**config.mk**
```make
export PLATFORM = sky130hd
export DESIGN_NAME = lm_sm_sequencer_flat
export DESIGN_NICKNAME = d
export VERILOG_FILES = /design/src/rtl/lm_sm_sequencer_if.sv /design/src/rtl/lm_sm_sequencer.sv /design/src/flat_wrapper.sv
export SDC_FILE = /design/constraint.sdc
export NUM_CORES = 1
export LEC_CHECK = 0
export CAP_MARGIN = 20
export CORE_ASPECT_RATIO = 1.4
export CORE_UTILIZATION = 35
export DETAILED_ROUTE_END_ITERATION = 12
export PLACE_DENSITY = 0.67
export SYNTH_ARGS = -nofsm -noshare
export SYNTH_HDL_FRONTEND = slang
export SYNTH_SLANG_ARGS = --single-unit
```
**constraint.sdc**
```tcl
create_clock -name clk -period 6.1 [get_ports clk]
set_clock_uncertainty 0.15 [all_clocks]
set_input_delay 1.22 -clock clk [delete_from_list [all_inputs] [get_ports clk]]
set_output_delay 1.22 -clock clk [all_outputs]
set_load 0.05 [all_outputs]
```
**src/rtl/lm_sm_sequencer_if.sv**
```systemverilog
// Bus between the IF/ID register, the LM/SM sequencer and the decoder.
// The slave modport is the sequencer's view; the master modport is the view of its surroundings.
interface lm_sm_sequencer_if;
  logic [15:0] instr_in;
  logic [15:0] pc_in;
  logic        valid_in;
  logic        stall_in;
  logic        flush;
  logic [15:0] instr_out;
  logic [15:0] pc_out;
  logic        valid_out;
  logic        is_micro;
  logic        fetch_stall;

  modport slave (
    input  instr_in, pc_in, valid_in, stall_in, flush,
    output instr_out, pc_out, valid_out, is_micro, fetch_stall
  );

  modport master (
    output instr_in, pc_in, valid_in, stall_in, flush,
    input  instr_out, pc_out, valid_out, is_micro, fetch_stall
  );
endinterface

```
**src/rtl/lm_sm_sequencer.sv**
```systemverilog
// Passes instructions to the decoder with one cycle of latency.
// Expands LM/SM into per-register LW/SW micro-ops, one per cycle.
module lm_sm_sequencer #(
  parameter logic [3:0]  OP_LM     = 4'b0110,
  parameter logic [3:0]  OP_SM     = 4'b0111,
  parameter logic [3:0]  OP_LW     = 4'b0100,
  parameter logic [3:0]  OP_SW     = 4'b0101,
  parameter logic [15:0] NOP_INSTR = 16'hF000
) (
  input logic           clk,
  input logic           reset,
  lm_sm_sequencer_if.slave bus
);

  localparam logic [0:0] ST_PASS = 1'b0;
  localparam logic [0:0] ST_SEQ  = 1'b1;

  logic [0:0]  state;
  logic [7:0]  mask;
  logic [7:0]  orig_mask;
  logic [2:0]  base;
  logic        is_lm;
  logic [15:0] pc_lat;
  logic [15:0] instr_q;
  logic [15:0] pc_q;
  logic        valid_q;
  logic        micro_q;

  logic [3:0]  in_op;
  logic        in_is_multi;
  logic [7:0]  cur_pending;
  logic [7:0]  cur_orig;
  logic [2:0]  cur_base;
  logic        cur_lm;
  logic [7:0]  base_bit;
  logic [7:0]  cand;
  logic [2:0]  pick_idx;
  logic [7:0]  pick_bit;
  logic [7:0]  below;
  logic [2:0]  off;
  logic [7:0]  remaining;
  logic [15:0] micro_instr;

  // In PASS the candidate micro-op is derived from instr_in, in SEQ from the latched copy.
  always_comb begin
    in_op       = bus.instr_in[15:12];
    in_is_multi = (in_op == OP_LM) || (in_op == OP_SM);
    cur_pending = (state == ST_SEQ) ? mask      : bus.instr_in[7:0];
    cur_orig    = (state == ST_SEQ) ? orig_mask : bus.instr_in[7:0];
    cur_base    = (state == ST_SEQ) ? base      : bus.instr_in[11:9];
    cur_lm      = (state == ST_SEQ) ? is_lm     : (in_op == OP_LM);
    base_bit    = 8'b1 << cur_base;
    cand        = cur_pending;
    // An LM that reloads its own base register does that load last.
    if (cur_lm && ((cur_pending & ~base_bit) != 8'h00))
      cand = cur_pending & ~base_bit;
    pick_idx = 3'd0;
    for (int i = 7; i >= 0; i--)
      if (cand[i]) pick_idx = 3'(i);
    pick_bit  = 8'b1 << pick_idx;
    below     = pick_bit - 8'd1;
    off       = 3'd0;
    for (int i = 0; i < 8; i++)
      off = off + {2'b00, cur_orig[i] & below[i]};
    remaining   = cur_pending & ~pick_bit;
    micro_instr = {(cur_lm ? OP_LW : OP_SW), cur_base, pick_idx, 3'b000, off};
  end

  always_ff @(posedge clk or posedge reset) begin
    if (reset) begin
      state     <= ST_PASS;
      mask      <= 8'h00;
      orig_mask <= 8'h00;
      base      <= 3'd0;
      is_lm     <= 1'b0;
      pc_lat    <= 16'h0000;
      instr_q   <= NOP_INSTR;
      pc_q      <= 16'h0000;
      valid_q   <= 1'b0;
      micro_q   <= 1'b0;
    end else if (bus.flush) begin
      state   <= ST_PASS;
      mask    <= 8'h00;
      instr_q <= NOP_INSTR;
      valid_q <= 1'b0;
      micro_q <= 1'b0;
    end else if (!bus.stall_in) begin
      if (state == ST_SEQ) begin
        instr_q <= micro_instr;
        pc_q    <= pc_lat;
        valid_q <= 1'b1;
        micro_q <= 1'b1;
        mask    <= remaining;
        if (remaining == 8'h00) state <= ST_PASS;
      end else if (!bus.valid_in) begin
        instr_q <= NOP_INSTR;
        valid_q <= 1'b0;
        micro_q <= 1'b0;
      end else if (!in_is_multi) begin
        instr_q <= bus.instr_in;
        pc_q    <= bus.pc_in;
        valid_q <= 1'b1;
        micro_q <= 1'b0;
      end else if (bus.instr_in[7:0] == 8'h00) begin
        instr_q <= NOP_INSTR;
        pc_q    <= bus.pc_in;
        valid_q <= 1'b1;
        micro_q <= 1'b0;
      end else begin
        orig_mask <= bus.instr_in[7:0];
        base      <= bus.instr_in[11:9];
        is_lm     <= (in_op == OP_LM);
        pc_lat    <= bus.pc_in;
        mask      <= remaining;
        instr_q   <= micro_instr;
        pc_q      <= bus.pc_in;
        valid_q   <= 1'b1;
        micro_q   <= 1'b1;
        state     <= (remaining != 8'h00) ? ST_SEQ : ST_PASS;
      end
    end
  end

  assign bus.instr_out   = instr_q;
  assign bus.pc_out      = pc_q;
  assign bus.valid_out   = valid_q;
  assign bus.is_micro    = micro_q;
  assign bus.fetch_stall = bus.stall_in | (state == ST_SEQ);

endmodule

```
**src/flat_wrapper.sv**
```systemverilog
// flat-port wrapper written by rule: the top's interface ports become plain ports
module lm_sm_sequencer_flat 
#(
  parameter logic [3:0]  OP_LM     = 4'b0110,
  parameter logic [3:0]  OP_SM     = 4'b0111,
  parameter logic [3:0]  OP_LW     = 4'b0100,
  parameter logic [3:0]  OP_SW     = 4'b0101,
  parameter logic [15:0] NOP_INSTR = 16'hF000
)
  (clk, reset, bus_instr_in, bus_pc_in, bus_valid_in, bus_stall_in, bus_flush, bus_instr_out, bus_pc_out, bus_valid_out, bus_is_micro, bus_fetch_stall);
  lm_sm_sequencer_if bus_i ();
  input logic clk;
  input logic reset;
  input wire logic [$bits(bus_i.instr_in)-1:0] bus_instr_in;
  input wire logic [$bits(bus_i.pc_in)-1:0] bus_pc_in;
  input wire logic [$bits(bus_i.valid_in)-1:0] bus_valid_in;
  input wire logic [$bits(bus_i.stall_in)-1:0] bus_stall_in;
  input wire logic [$bits(bus_i.flush)-1:0] bus_flush;
  output wire logic [$bits(bus_i.instr_out)-1:0] bus_instr_out;
  output wire logic [$bits(bus_i.pc_out)-1:0] bus_pc_out;
  output wire logic [$bits(bus_i.valid_out)-1:0] bus_valid_out;
  output wire logic [$bits(bus_i.is_micro)-1:0] bus_is_micro;
  output wire logic [$bits(bus_i.fetch_stall)-1:0] bus_fetch_stall;
  assign bus_i.instr_in = bus_instr_in;
  assign bus_i.pc_in = bus_pc_in;
  assign bus_i.valid_in = bus_valid_in;
  assign bus_i.stall_in = bus_stall_in;
  assign bus_i.flush = bus_flush;
  assign bus_instr_out = bus_i.instr_out;
  assign bus_pc_out = bus_i.pc_out;
  assign bus_valid_out = bus_i.valid_out;
  assign bus_is_micro = bus_i.is_micro;
  assign bus_fetch_stall = bus_i.fetch_stall;
  lm_sm_sequencer #(.OP_LM(OP_LM), .OP_SM(OP_SM), .OP_LW(OP_LW), .OP_SW(OP_SW), .NOP_INSTR(NOP_INSTR)) u_core (.clk(clk), .reset(reset), .bus(bus_i));
endmodule
```
==> summary.md, run 1 <==
| Metric | Value |
|---|---|
| Outcome | completed |
| Reg2Reg Depth | 21 |
| Clock Tree Root | clkbuf_16 |
| Wire length of the first global-routing pass | 19800 µm |
| Routability cong. | 0.863 |
| P per Cell Area | 281 mW/mm² |
| Startpoint Class | input port |
| WP buf/inv | 3 |
| Post-route minimum period | 5.96 ns |
| Core ar. | 0.0113 mm² |
| Clock transition at the registers of the reported paths | 0.06 ns |
| Post-DP HPWL | 9260 µm |
| Final setup vio count | 0 |
| Clk buf depth | 2 |
| Via count | 3878 |
| DR WL/cell | 17.6 µm |
| WP data required | 6.14 ns |
| IO Count | 72 |
| Via density | 5.38 |
| Setup WS pre-CTS | -0.603 ns |
| Slew headroom | 38.4% |
| Synth Instances | 448 |
| Hold Crit Class | flop to flop |
| Antenna fix cells | 0 |
| Sink Count | 70 |
| Combinational share of power | 34.6% |
| Slowest-stage cell, CP | fa_1 |
| CP max stage delay | 0.53 ns |
| VDD IR max | 233 µV |
| Die Ht | 129 µm |
| Stages on the worst setup path | 22 |
| Worst EP arrival | 6.00 ns |
| Seq cells post-synth | 70 |
| Area Overhead vs Synth | 45.4% |
| Largest net degree at the start of global routing | 43 |
| Clk_lat worst skew | 0.33 ns |
| Worst R2R Start | u_core.state |
| Final period util | 97.7% |
| Top cells by area, synth | dfrtp_1 41%, nand2_1 10%, mux2i_1 7.4%, a21oi_1 4.6%, nor2_1 3.2% |
| R2R setup slack | 0.23 ns |
| Reg power frac | 35.6% |
| Syn Std Cell Area | 0.00404 mm² |
| Post-Syn Area per Cell | 9.02 µm² |
| Switching power | 592 µW |
| Ys async rst share | 100% |
| Sw frac | 35.8% |
| Starting Density | 35.8% |
| First DRT Iteration DRCs | 175 |
| Residual DRC | 0 |
| Leak | 2.63 nW |
| EDFF count, synth | 0 |
| Worst-path cell chain | clkdlybuf4s50_1 -> nand3b_1 -> o31ai_2 -> buf_4 -> nand2_1 -> o41ai_4 -> a21oi_2 -> a2bb2oi_4 -> a21oi_2 -> ha_1 -> inv_2 -> fa_1 -> fa_1 -> fa_2 -> fa_2 -> xnor2_2 -> nand3_1 -> o21ai_1 -> a22oi_1 -> nor2_1 -> a21oi_1 -> nor2_1 |
| Finished Layout Cells | 721 |
| Buffers on Ports | 71 |
| Post-Syn Nets | 491 |
| Antenna viol nets, final | 0 |
| Dpl cell area | 0.00524 mm² |
| CTS tree | done |
| Setup CP Type | input port to flop |
| Register area share after synthesis | 43.5% |
| Number of synthesis warnings | 0 |
| Global route overflow | 0 |
| Max Freq | 168 MHz |
| # H-tree levels | 3 |
| # hold bufs at CTS | 0 |
| Setup TNS | 0 ns |
| Top-area cell type share of the netlist area | 40.9% |
| Total Routing Usage GR | 21.7% |
| Nets | 615 |
| Worst path top cell family by delay | adder cells |
| Layout cells sized above 1 | 25.3% |
| Worst reg2reg path endpoint | u_core.bus.instr_out[2] |
| Synth Flop Type | dfrtp_1 |
| Number of fill cells | 1056 |
| Slack of the critical path | 0.138 ns |
| Vias in the first global route | 3854 |
| Crit. Startpoint | bus_instr_in[13] |
| Hold Violations, Final | 0 |
| Die area | 0.0120 mm² |
| Setup crit end kind | flop |
| # rows | 46 |
| Design Area, Final | 0.00588 mm² |
| Cell Int Power | 1.06 mW |
| Max cap viols | 0 |
| Initial antenna violation count | 0 |
| Slew @ Worst Pin | 0.923 ns |
| Drt pass-1 iters | 4 |
| Die span in x | 92.8 µm |
| Num CTS Buffers | 9 |
| CP endpoint | u_core.bus.instr_out[2] |
| Worst Path Max Fanout | 4 |
| Clock share of power | 29.8% |
| Placed insts | 695 |
| Distinct cells, synth | 61 |
| Slew Viols, Final | 0 |
| Yosys top cell by area | dfrtp_1 |
| Drt total wl | 12700 µm |
## cell type report
class                           instances  area (µm²)  share of cell area (%)
Clock buffer                           10         239                    4.06
Clock inverter                          6        46.3                   0.787
Inverter                                5        18.8                   0.319
Multi-Input combinational cell        346        2380                    40.4
Sequential cell                        70        1760                    29.9
Tap cell                              144         180                    3.06
Timing Repair Buffer                  140        1260                    21.4
## flip-flops by register name, indices dropped and copies added (netlist names)
register,count
u_core.is_lm,1
u_core.mask,8
u_core.bus.instr_out,16
u_core.orig_mask,7
u_core.bus.pc_out,16
u_core.bus.is_micro,1
u_core.pc_lat,16
u_core.state,1
u_core.base,3
u_core.bus.valid_out,1
## per-stage QoR
stage | total power [mW] | util, % | hold WS (ns)
floorplan | 0.913 | - | 0.290
global placement | 1.11 | 46.5 | 0.308
detailed placement | 1.12 | 46.5 | 0.315
CTS | 1.63 | 49.5 | 0.328
global route | 1.74 | 52.1 | 0.341
finish | 1.65 | 52.1 | 0.323
## power by group through the flow
stage | combinational (mW) | clock [mW] | sequential [mW]
floorplan | 0.226 | 0 | 0.687
global placement | 0.522 | 0 | 0.590
detailed placement | 0.526 | 0 | 0.593
CTS | 0.537 | 0.508 | 0.586
global route | 0.612 | 0.531 | 0.598
finish | 0.572 | 0.493 | 0.589
## layer usage
layer,routed length (µm),up-vias,track usage [%]
li1,-,1840,-
met1,5120,1887,25.2
met2,6460,122,36.9
met3,645,29,5.16
met4,479,0,11.4
met5,0,-,0
## how the worst min path moves through the flow
stage                           to                start  slack [ns]  depth (start not counted)
6_report          u_core.pc_lat[9]     u_core.pc_lat[9]        0.32                          2
5_1_grt          u_core.pc_lat[13]    u_core.pc_lat[13]        0.34                          2
4_1_cts        u_core.orig_mask[1]  u_core.orig_mask[1]        0.33                          2
3_5_place_dp   u_core.orig_mask[1]  u_core.orig_mask[1]        0.31                          2
3_3_place_gp      u_core.pc_lat[0]     u_core.pc_lat[0]        0.31                          2
2_1_floorplan  u_core.orig_mask[6]  u_core.orig_mask[6]        0.29                          2
## synth_stat cells, types with 2 or more instances
library cell  number
dfrtp_1           66
o31ai_1            3
a31oi_1            5
o22ai_1            2
nand2b_1           2
buf_1              2
and2_1             2
o221ai_1           3
mux2i_1           30
nand2_1          108
nor4_1             2
nand3_1            7
mux2_2             6
buf_6              2
buf_4              2
o21ai_0           22
o21ai_1            5
nor2_1            35
a41oi_1            2
a22oi_1            5
nand4_1            7
buf_2              2
ha_1               2
nor2b_1            5
inv_1              5
o21a_1             2
a21o_1             3
and3_1             3
a21oi_1           37
fa_1               4
dfstp_2            4
or2_2              2
clkbuf_1          18
a22o_1             6
a32o_1             7
mux2i_2            4
nor3_1             2
## cells in the final DEF (no fill, tap or decap), types with 3 or more instances in the layout
master	Yosys	layout
a21o_1	3	3
a21oi_1	37	35
a22o_1	6	6
a22oi_1	5	4
a31oi_1	5	4
a32o_1	7	6
and2_4	1	3
and3_1	3	3
buf_4	2	68
clkbuf_16	0	9
clkdlybuf4s50_1	0	60
dfrtp_1	66	65
dfstp_2	4	4
dlymetal6s2s_1	0	11
inv_1	5	3
mux2_2	6	5
mux2i_1	30	25
mux2i_2	4	4
mux2i_4	1	6
nand2_1	108	107
nand3_1	7	5
nand4_1	7	7
nor2_1	35	34
nor2b_1	5	4
o21ai_0	22	21
o21ai_2	0	3
o221ai_1	3	3
## cells by family (layout without fill, tap and decap cells)
logic type               count (synthesis)  count (layout)  synth area share [%]
flip-flops                              70              70                  43.5
buffers and inverters                   32             161                  3.87
adder cells (fa/ha/maj)                  6               6                  2.60
XOR/XNOR                                 1               1                 0.217
AND/OR/NAND/NOR                        182             182                  19.4
other                                    1               1                0.0928
multiplexers                            42              42                  11.4
AO/OA/AOI/OAI                          114             114                  18.9
## worst reg2reg max path, stage by stage (launching register included)
cell	delay, ns
dfrtp_2	0.88
mux2_4	0.43
mux2i_2	0.18
o32ai_4	0.28
and4_4	0.30
nor2_2	0.08
a211oi_2	0.31
a2bb2oi_4	0.19
a21oi_2	0.07
ha_1	0.29
inv_2	0.04
fa_1	0.52
fa_1	0.53
fa_2	0.37
fa_2	0.41
xnor2_2	0.16
nand3_1	0.09
o21ai_1	0.07
a22oi_1	0.16
nor2_1	0.06
a21oi_1	0.12
nor2_1	0.06
## timing repair
action                                  CTS  global route
gates cloned                              0             1
endpoints found under the setup margin    1             1
gates resized for setup                  10            50
pin swaps                                 7            21
setup buffers                             2             7
Note: power is estimated with default switching activity, not from simulation.
==> run 2: changes to the inputs <==
--- a/config.mk
+++ b/config.mk
@@ -7,9 +7,11 @@
 export LEC_CHECK = 0
 export CAP_MARGIN = 20
 export CORE_ASPECT_RATIO = 1.4
+export CORE_MARGIN = 3
 export CORE_UTILIZATION = 35
 export DETAILED_ROUTE_END_ITERATION = 12
 export PLACE_DENSITY = 0.67
+export SKIP_LAST_GASP = 1
 export SYNTH_ARGS = -nofsm -noshare
 export SYNTH_HDL_FRONTEND = slang
 export SYNTH_SLANG_ARGS = --single-unit
==> run 2 against run 1 <==
Against the previous run: die area rose by 7.5%; non-clock buffer count rose by 3; sequential share of layout area barely moved; final cell count did not move; via count fell by 0.67%; hold slack improved by 0.0032 ns; combinational power barely moved; critical path depth did not move; highest routed layer unchanged.
==> summary.md, run 2 (same netlist as run 1, synthesis figures left out) <==
| Metric | Value |
|---|---|
| Slew @ Worst Pin | 0.879 ns (was 0.923 ns) |
| Via count | 3852 (was 3878) |
| Starting Density | 36.6% (was 35.8%) |
| # rows | 45 (was 46) |
| Antenna fix cells | 0 (unchanged) |
| Setup TNS | 0 ns (unchanged) |
| Leading cell types in the layout, fill and taps excluded | 107 x nand2_1, 70 x buf_4, 65 x dfrtp_1 (was 107 x nand2_1, 68 x buf_4, 65 x dfrtp_1) |
| Layout cells sized above 1 | 24.7% (was 25.3%) |
| Global route overflow | 0 (unchanged) |
| Number of fill cells | 1029 (was 1056) |
| Fin util | 53.2% (was 52.1%) |
| Post-DP HPWL | 9510 µm (was 9260 µm) |
| Max cap viols | 0 (unchanged) |
| Clk_lat worst skew | 0.34 ns (was 0.33 ns) |
| Finished Layout Cells | 721 (unchanged) |
| Residual DRC | 0 (unchanged) |
| Area Overhead vs Synth | 45.2% (was 45.4%) |
| Placed insts | 702 (was 695) |
| Via density | 5.34 (was 5.38) |
| Setup crit end kind | flop (unchanged) |
| VDD IR max | 204 µV (was 233 µV) |
| Slew Viols, Final | 0 (unchanged) |
| P per Cell Area | 283 mW/mm² (was 281 mW/mm²) |
| Final period util | 95.5% (was 97.7%) |
| Initial antenna violation count | 0 (unchanged) |
| Clk buf depth | 2 (unchanged) |
| Commonest non-fill, non-tap cell in the layout | nand2_1 (unchanged) |
| Buffers on Ports | 71 (unchanged) |
| Max Freq | 172 MHz (was 168 MHz) |
| Min Hold Slack | 0.326 ns (was 0.323 ns) |
| DR WL/cell | 17.9 µm (was 17.6 µm) |
| Largest net degree at the start of global routing | 54 (was 43) |
| IO Count | 72 (unchanged) |
| Sequential cell area | 0.00176 mm² (unchanged) |
| Die Ht | 133 µm (was 129 µm) |
| Antenna viol nets, final | 0 (unchanged) |
| WP data required | 6.15 ns (was 6.14 ns) |
| Num CTS Buffers | 9 (unchanged) |
| Clock transition at the registers of the reported paths | 0.06 ns (about the same) |
| Post-route minimum period | 5.83 ns (was 5.96 ns) |
| Sink Count | 70 (unchanged) |
| Leak | 2.64 nW (was 2.63 nW) |
| Core ar. | 0.0110 mm² (was 0.0113 mm²) |
| CTS tree | done (unchanged) |
| Hold Crit Class | flop to flop (unchanged) |
| Slew headroom | 41.4% (was 38.4%) |
| Total Routing Usage GR | 19.8% (was 21.7%) |
| # H-tree levels | 3 (unchanged) |
| Area occupied by multi-input gates | 0.00234 mm² (was 0.00238 mm²) |
| Worst EP arrival | 5.88 ns (was 6.00 ns) |
| Routability cong. | 0.938 (was 0.863) |
| Die span in x | 96.8 µm (was 92.8 µm) |
| First DRT Iteration DRCs | 225 (was 175) |
| Clock Tree Root | clkbuf_16 (unchanged) |
| Hold Violations, Final | 0 (unchanged) |
| Nets | 618 (was 615) |
| Die area | 0.0129 mm² (was 0.0120 mm²) |
| Startpoint Class | input port (unchanged) |
| Worst Path Max Fanout | 4 (unchanged) |
| Vias in the first global route | 4047 (was 3854) |
| Drt pass-1 iters | 4 (unchanged) |
| Outcome | completed (unchanged) |
| Final setup vio count | 0 (unchanged) |
| Wire length of the first global-routing pass | 20700 µm (was 19800 µm) |
| Setup CP Type | input port to flop (unchanged) |
| Drt total wl | 12900 µm (was 12700 µm) |
[run 2: power by group]
group,switching [mW],internal [mW],total [mW]
registers,0.0530,0.535,0.588
logic,0.333,0.240,0.573
clock network,0.219,0.283,0.502
total,0.605,1.06,1.66
[run 2: layer usage]
layer | track usage, % | vias up | routed length (µm)
li1 | - | 1838 | -
met1 | 23.2 | 1880 | 5240
met2 | 34.7 | 106 | 6770
met3 | 4.98 | 28 | 564
met4 | 7.96 | 0 | 306
met5 | 0 | - | 0
[run 2: worst paths after layout]
path / to / depth (start not counted) / slack (ns) / start
min in group asynchronous: u_core.pc_lat[6] / 2 / 1.03 / reset
hold / removal: u_core.pc_lat[1] / 2 / 0.33 / u_core.pc_lat[1]
setup reg to reg: u_core.bus.instr_out[2] / 21 / 0.44 / u_core.state
setup / recovery: u_core.bus.instr_out[2] / 22 / 0.27 / bus_instr_in[4]
hold reg to reg: u_core.pc_lat[1] / 2 / 0.33 / u_core.pc_lat[1]
max in group asynchronous: u_core.bus.instr_out[9] / 3 / 3.73 / reset
[run 2: stage by stage]
step | power [mW] | area, µm² | setup WS (ns)
after floorplan | 0.913 | 4040 | 0.154
after CTS | 1.65 | 5660 | 0.00969
after global placement | 1.13 | 5320 | -0.322
after detailed placement | 1.13 | 5320 | -0.422
final | 1.66 | 5870 | 0.272
after global routing | 1.75 | 5870 | -0.00114
[run 2: area by class of cell]
class	instances	share of cell area, %
sequential	70	29.9
clock buffer	9	3.84
tap	141	3.01
clock inverter	7	1.04
timing repair buffer	143	22.0
inverter	5	0.320
multi-input combinational	346	39.9
[run 2: repair_timing]
action,in CTS,in global routing
gates resized for setup,7,46
pin swaps,4,20
setup endpoints to repair,1,1
hold buffers,0,0
buffers inserted,1,1
cloned,0,1
endpoints found under the hold margin,0,0
[run 2: worst max-delay path, cell delays in order]
cell             delay (ns)
clkdlybuf4s50_1        0.57
mux2i_4                0.11
nand4_1                0.10
nand3_1                0.10
and4_4                 0.19
o41ai_4                0.45
a21oi_2                0.11
a2bb2oi_2              0.18
a21oi_2                0.14
ha_1                   0.25
inv_2                  0.06
fa_1                   0.44
fa_1                   0.50
fa_2                   0.36
fa_2                   0.41
xnor2_2                0.15
nand3_1                0.08
o21ai_1                0.06
a22oi_1                0.15
nor2_1                 0.07
a21oi_1                0.12
nor2_1                 0.05
==> run 3: changes to the inputs <==
--- a/config.mk
+++ b/config.mk
@@ -10,6 +10,7 @@
 export CORE_MARGIN = 3
 export CORE_UTILIZATION = 35
 export DETAILED_ROUTE_END_ITERATION = 12
+export GPL_ROUTABILITY_DRIVEN = 1
 export PLACE_DENSITY = 0.67
 export SKIP_LAST_GASP = 1
 export SYNTH_ARGS = -nofsm -noshare
==> results of run 3 <==
The final DEF is identical to that of run 2; final timing and power are the same.
